File: src/rtl/rr_grant_arbiter.sv
// Round-robin arbiter for 8 requesters with registered one-hot grant,
// release on done / owner drop / hold timeout, and a dead cycle between grants.
module rr_grant_arbiter #(
    parameter int N        = 8,
    parameter int MAX_HOLD = 16,
    parameter int CW       = 8
) (
    input  logic         clk,
    input  logic         rst_n,
    input  logic [N-1:0] req,
    input  logic         done,
    output logic [N-1:0] gnt,
    output logic         gnt_valid,
    output logic [2:0]   last_idx,
    output logic         timeout
);

    localparam logic [0:0] IDLE  = 1'b0;
    localparam logic [0:0] GRANT = 1'b1;

    logic [0:0]    state;
    logic [CW-1:0] hold_cnt;
    logic          sel_found;
    logic [2:0]    sel_idx;
    logic [2:0]    cand;
    logic          owner_drop;
    logic          hold_hit;

    // Search upward from last_idx+1; the 3-bit add wraps 7->0 naturally.
    always_comb begin
        sel_found = 1'b0;
        sel_idx   = last_idx;
        cand      = last_idx;
        for (int unsigned k = 1; k <= N; k++) begin
            cand = last_idx + 3'(k);
            if (!sel_found && req[cand]) begin
                sel_found = 1'b1;
                sel_idx   = cand;
            end
        end
    end

    assign owner_drop = !req[last_idx];
    assign hold_hit   = (hold_cnt == CW'(MAX_HOLD - 1));

    always_ff @(posedge clk or negedge rst_n) begin
        if (!rst_n) begin
            state     <= IDLE;
            gnt       <= '0;
            gnt_valid <= 1'b0;
            last_idx  <= 3'd7;
            hold_cnt  <= '0;
            timeout   <= 1'b0;
        end else if (state == IDLE) begin
            timeout <= 1'b0;
            if (sel_found) begin
                gnt       <= {{(N-1){1'b0}}, 1'b1} << sel_idx;
                gnt_valid <= 1'b1;
                last_idx  <= sel_idx;
                hold_cnt  <= '0;
                state     <= GRANT;
            end
        end else begin
            if (done || owner_drop || hold_hit) begin
                gnt       <= '0;
                gnt_valid <= 1'b0;
                hold_cnt  <= '0;
                state     <= IDLE;
                // Flag a timeout only when the hold limit alone forced the release.
                timeout   <= hold_hit && !done && !owner_drop;
            end else begin
                hold_cnt <= hold_cnt + CW'(1);
                timeout  <= 1'b0;
            end
        end
    end

endmodule

File: config.mk
export PLATFORM = sky130hd
export DESIGN_NAME = rr_grant_arbiter
export DESIGN_NICKNAME = d
export VERILOG_FILES = /design/src/rtl/rr_grant_arbiter.sv
export SDC_FILE = /design/constraint.sdc
export NUM_CORES = 1
export LEC_CHECK = 0
export ABC_AREA = 1
export BUFFER_PORTS_ARGS = -buffer_cell sky130_fd_sc_hd__clkbuf_2
export CAP_MARGIN = 0
export CORE_MARGIN = 4
export CORE_UTILIZATION = 50
export DETAILED_ROUTE_END_ITERATION = 8
export PLACE_DENSITY = 0.8
export SYNTH_ARGS = -nofsm -noshare
export SYNTH_HDL_FRONTEND = slang
export SYNTH_SLANG_ARGS = --single-unit
File: constraint.sdc
create_clock -name clk -period 2.3 [get_ports clk]
set_clock_uncertainty 0.05 [all_clocks]
set_input_delay 0 -clock clk [delete_from_list [all_inputs] [get_ports clk]]
set_output_delay 0 -clock clk [all_outputs]
set_load 0.05 [all_outputs]
======== After elaboration in Yosys (flattened, before gate mapping) ========
Index checks and enable logic that the tools add are counted.
operators by class
  bitwise gates (word level) .............. 1
  multiplexer cells ....................... 46
  equality and inequality tests ........... 2
  shift-type cells ........................ 1
  $add $sub $neg .......................... 8
  order comparisons ....................... 8
  reductions and logical operators ........ 23
operators with widths
  kind                                                                           number
  8-bit two-way mux                                                              6
  3-bit by 4-bit less-than comparator with 1-bit output (second input constant)  8
  1-bit binary-select mux with 3-bit select                                      8
  1-bit two-way mux                                                              24
  3-bit two-way mux                                                              8
  3-bit adder (second input constant)                                            4
  1-bit logical AND                                                              9
  1-bit zero test                                                                9
  8-bit by 1-bit adder with 8-bit output (second input constant)                 1
  8-bit by 4-bit == test with 1-bit output (second input constant)               1
  1-bit by 3-bit left shift with 8-bit output (first input constant)             1
  3-bit by 2-bit adder with 3-bit output (second input constant)                 2
  2-bit AND reduction                                                            2
  3-bit by 1-bit adder with 3-bit output (second input constant)                 1
  1-bit logical OR                                                               2
  2-bit by 1-bit != test with 1-bit output (second input constant)               1
  2-bit nonzero test                                                             1
  1-bit NOT                                                                      1
word-level totals
  bits of input ports ..................... 11
  output and inout port bits .............. 13
  flip-flop bits (word level) ............. 22

======== Longest topological paths before layout ========
  depth in word-level cells ............... 28
  gate-level depth with buffers ........... 20
  mapped depth without buffers ............ 18

======== Least setup slack after synthesis ========
No wires, ideal clock.
  path kind ............................... register to register
  start point ............................. register last_idx[1]
  end point ............................... register gnt[2]
  cell stages (with the launch flop) ...... 19
  setup time .............................. 0.124 ns
  data arrival time ....................... 2.629 ns
  data required time ...................... 2.126 ns
  slack ................................... -0.503 ns
  cell sequence ........................... dfstp_2 buf_2 inv_2 ha_1 buf_2 inv_1 nand3_1 nand3_2 nand2_4 inv_2 nand3_4 nor2_8 nand4_4 nand2_1 inv_1 nand2_1 nand2_1 nand2_1 o21bai_1
between the ends
  cells in the longest elaborated chain, start to end .. 28
  elaborated cells between the ends (all ways) .. 62
  those cells by class .................... add/sub (7); eq/ne (1); shift (1); mux (34); reduce/logical (19)
ends and longest elaborated chain
  item                                         RTL line  source
  start: declaration                           14        output logic [2:0] last_idx,
  start signal: assignment                     59        last_idx <= sel_idx;
  3-bit by 1-bit adder with 3-bit output       35        cand = last_idx + 3'(k);
  1-bit binary-select mux with 3-bit select    36        if (!sel_found && req[cand]) begin
  1-bit two-way mux (implied by the code)      36
  1-bit two-way mux                            36
  1-bit zero test                              36
  1-bit logical AND                            36
  1-bit two-way mux                            36
  1-bit zero test                              36
  [12 not listed]                              -
  1-bit logical AND                            36
  1-bit two-way mux                            36
  1-bit zero test                              36
  1-bit logical AND                            36
  3-bit two-way mux                            36
  1-bit by 3-bit left shift with 8-bit output  57        gnt <= {{(N-1){1'b0}}, 1'b1} << sel_idx;
  8-bit two-way mux                            56        if (sel_found) begin
  8-bit two-way mux                            54        end else if (state == IDLE) begin
  end signal: assignment                       57
  end: declaration                             12        output logic [N-1:0] gnt,
Parallel ways exist; a longest one is shown, timed or not. The select of a mux whose other input is x is not followed.
A chain may end at the register's enable or synchronous reset.

======== Worst setup path in the final report ========
  start point ............................. register last_idx[0]
  end point ............................... register gnt[7]
The elaborated chain is that of the path after synthesis.

==> impl_results.md <==
* Crit path max-delay family: simple AND/OR/NAND/NOR gates
* Final min period at 2.44 ns
* Register area share after synthesis at 0.312
* Detailed Place HPWL at 3370 um
* RSZ-0062 raised after global routing: true
* Clock Latency Late Sink at 0.31 ns
* CTS buffer count at 3
* Initial Util at 0.524
* Syn Nets at 280
* ANT nets after route at 0
* CTS clk-pin slew, worst paths at 0.12 ns
* Number of global-route vias before repair at 1748
* Violated checks: setup timing
* Worst Path Buf+Inv at 3
* Final nets at 326
* Hold Slack at 0.123 ns
* Initial antenna violation count at 0
* Share of layout cells above drive strength 1 at 0.344
* WL per Instance at 12.1 um
* Worst slew pin tran at 0.526 ns
* ANT cells at 0
* CTS Root Cell: clkbuf_4
* Final Hold Viols at 0
* Final worst-path cycle share at 1.06
* Final slew viol count at 0
* Warnings from Yosys at 0
* PortBufs at 23
* First-pass GRT wire length at 7610 um
* Max clock buf depth at 2
* Die W at 67.6 um
* Row cnt at 21
* Cells after Synth at 266
* Htree depth at 1
* Crit Path Class: reg -> reg
* Worst EP arrival at 2.60 ns
* Max-cap violations at 0
* Min-delay worst type: in -> async
* Startpoint types: register
* Via count at 1824
* Clk sink count at 22
* CP cell instances: inv_2 > buf_4 > nand2_1 > nand3_1 > nand2_1 > nand2_1 > nand2_2 > nand3_4 > nor2_8 > nand4_4 > nand2_1 > inv_1 > nand2_2 > nand2_2 > nand2_2 > o21bai_1
* Count of state elements after synthesis at 22
* Fmax at 0.410 GHz
* Die area at 4570 um^2
* Critical path required time at 2.46 ns
* Congestion Overflow GR at 0
* Yosys cell types at 29
* Placeable Area at 3390 um^2
* Final setup fails at 19
* Largest net degree at the start of global routing at 23
* Area grow syn2layout at 29.5%
* Worst slew margin at 0.649
* Max Fanout on Critical Path at 11
* DR iter-0 viols at 159
* Drt pass-1 iters at 4
* Routed Wire Length at 4310 um
* RD Place Congestion at 0.887
* Layout fillers at 270
* Post-Syn Area per Cell at 6.67 um^2
* Io pins at 24
* Crit path largest cell delay at 0.65 ns
* Die outline height at 67.6 um
* CTS tree: built
* GR Util All Layers at 0.215
* Outcome: finished with violations
* Post-Syn Area at 1780 um^2
* Worst Setup Slack, final at -0.140 ns
* Critical Path Slowest Stage Cell: dfstp_4
* DRC viols at 0
* Fin util at 0.678
* Drt via density at 5.11
* CP Capture Type: register
layout by cell type (no fill, tap or decap), types with 3 or more instances in the layout:
master and n:
dfrtp_1 19, xor2_1 5, clkbuf_2 23, nor3_1 3, nand3_4 4, nand3_2 9, nand4_1 5, inv_1 28
o21ai_1 12, nor2_1 11, nand2_1 74, o22ai_1 3, o21ai_0 3, nand3_1 29, buf_4 20, o21bai_1 5
nand2_2 23, inv_2 6, clkbuf_4 3
Yosys cell counts:
library cell	number	area [um^2]
o22ai_1	4	25.0
ha_1	3	37.5
nand2_1	89	334
nand3_4	1	17.5
buf_4	2	15.0
nand3_1	38	190
xnor2_2	1	16.3
dfstp_2	3	78.8
inv_2	8	30.0
dfrtp_1	19	475
xor2_1	5	43.8
inv_1	29	109
o21bai_1	5	37.5
nand2_2	9	56.3
buf_2	2	10.0
nand2_4	1	11.3
nand4_4	1	21.3
nor2_1	13	48.8
nand4_1	5	31.3
o21ai_1	9	45.0
clkinv_2	1	5.00
xnor2_1	2	17.5
nand3_2	3	30.0
nor2_2	1	6.26
nor3_1	3	15.0
buf_6	1	11.3
nor2_8	1	20.0
nor4_1	1	6.26
o21ai_0	6	30.0
what timing repair did:
| action | 4_1_cts | 5_1_grt |
|---|---|---|
| buffers inserted | 0 | 1 |
| resized for setup | 21 | 12 |
| hold buffers | 2 | 0 |
| pin swaps | 13 | 14 |
| setup endpoints to repair | 11 | 21 |
| hold endpoints to repair | 23 | 0 |
layout make-up:
type | count | area [um^2] | area share
flip-flops and latches | 22 | 558 | 0.243
well taps | 46 | 57.6 | 0.0250
repair buffers | 46 | 297 | 0.129
multi-input cells | 201 | 1190 | 0.518
clock buffers | 4 | 36.3 | 0.0158
inverters | 38 | 160 | 0.0696
layer usage:
layer	part of all wire	vias up	GRT usage
li1	-	941	-
met1	0.44	833	0.289
met2	0.50	45	0.367
met3	0.049	5	0.0366
met4	0.0058	0	0.0304
met5	0	-	0
through the flow:
| stage | TNS (ns) | instances | instance area [um^2] | worst slack (ns) |
|---|---|---|---|---|
| 4_1_cts | -0.964 | 356 | 2250 | -0.102 |
| 6_report | -1.67 | 357 | 2300 | -0.140 |
| 2_1_floorplan | -3.79 | 266 | 1840 | -0.290 |
| 3_3_place_gp | -0.910 | 350 | 2120 | -0.110 |
| 5_1_grt | -5.41 | 357 | 2300 | -0.303 |
| 3_5_place_dp | -1.36 | 350 | 2120 | -0.159 |
sequential cells by signal (all words and copies together) (netlist names):
name,cells
hold_cnt,8
gnt,8
gnt_valid,1
state,1
last_idx,3
timeout,1
worst paths after layout:
check	cells past startpoint	slack [ns]	endpoint	startpoint
hold / removal	2	0.12	gnt[3]	rst_n
min in group clk	3	0.34	timeout	done
hold reg to reg	2	0.46	gnt[4]	gnt[4]
max in group asynchronous	2	1.70	last_idx[1]	rst_n
setup / recovery	16	-0.14	gnt[7]	last_idx[0]
setup reg to reg	16	-0.14	gnt[7]	last_idx[0]
logic make-up (layout without fill, tap and decap cells):
logic type / count (synthesis) / after routing / share of synthesized area
AOI/OAI and AO/OA: 24 / 24 / 0.0775
xor gates and xnor gates: 8 / 8 / 0.0437
adders and majority gates: 3 / 3 / 0.0211
buffers and inverters: 43 / 88 / 0.101
DFF: 22 / 22 / 0.312
and+or+nand+nor: 166 / 166 / 0.444
Power is not shown: default switching activity piles up to over one toggle a cycle in this logic, so the estimate is an artifact.
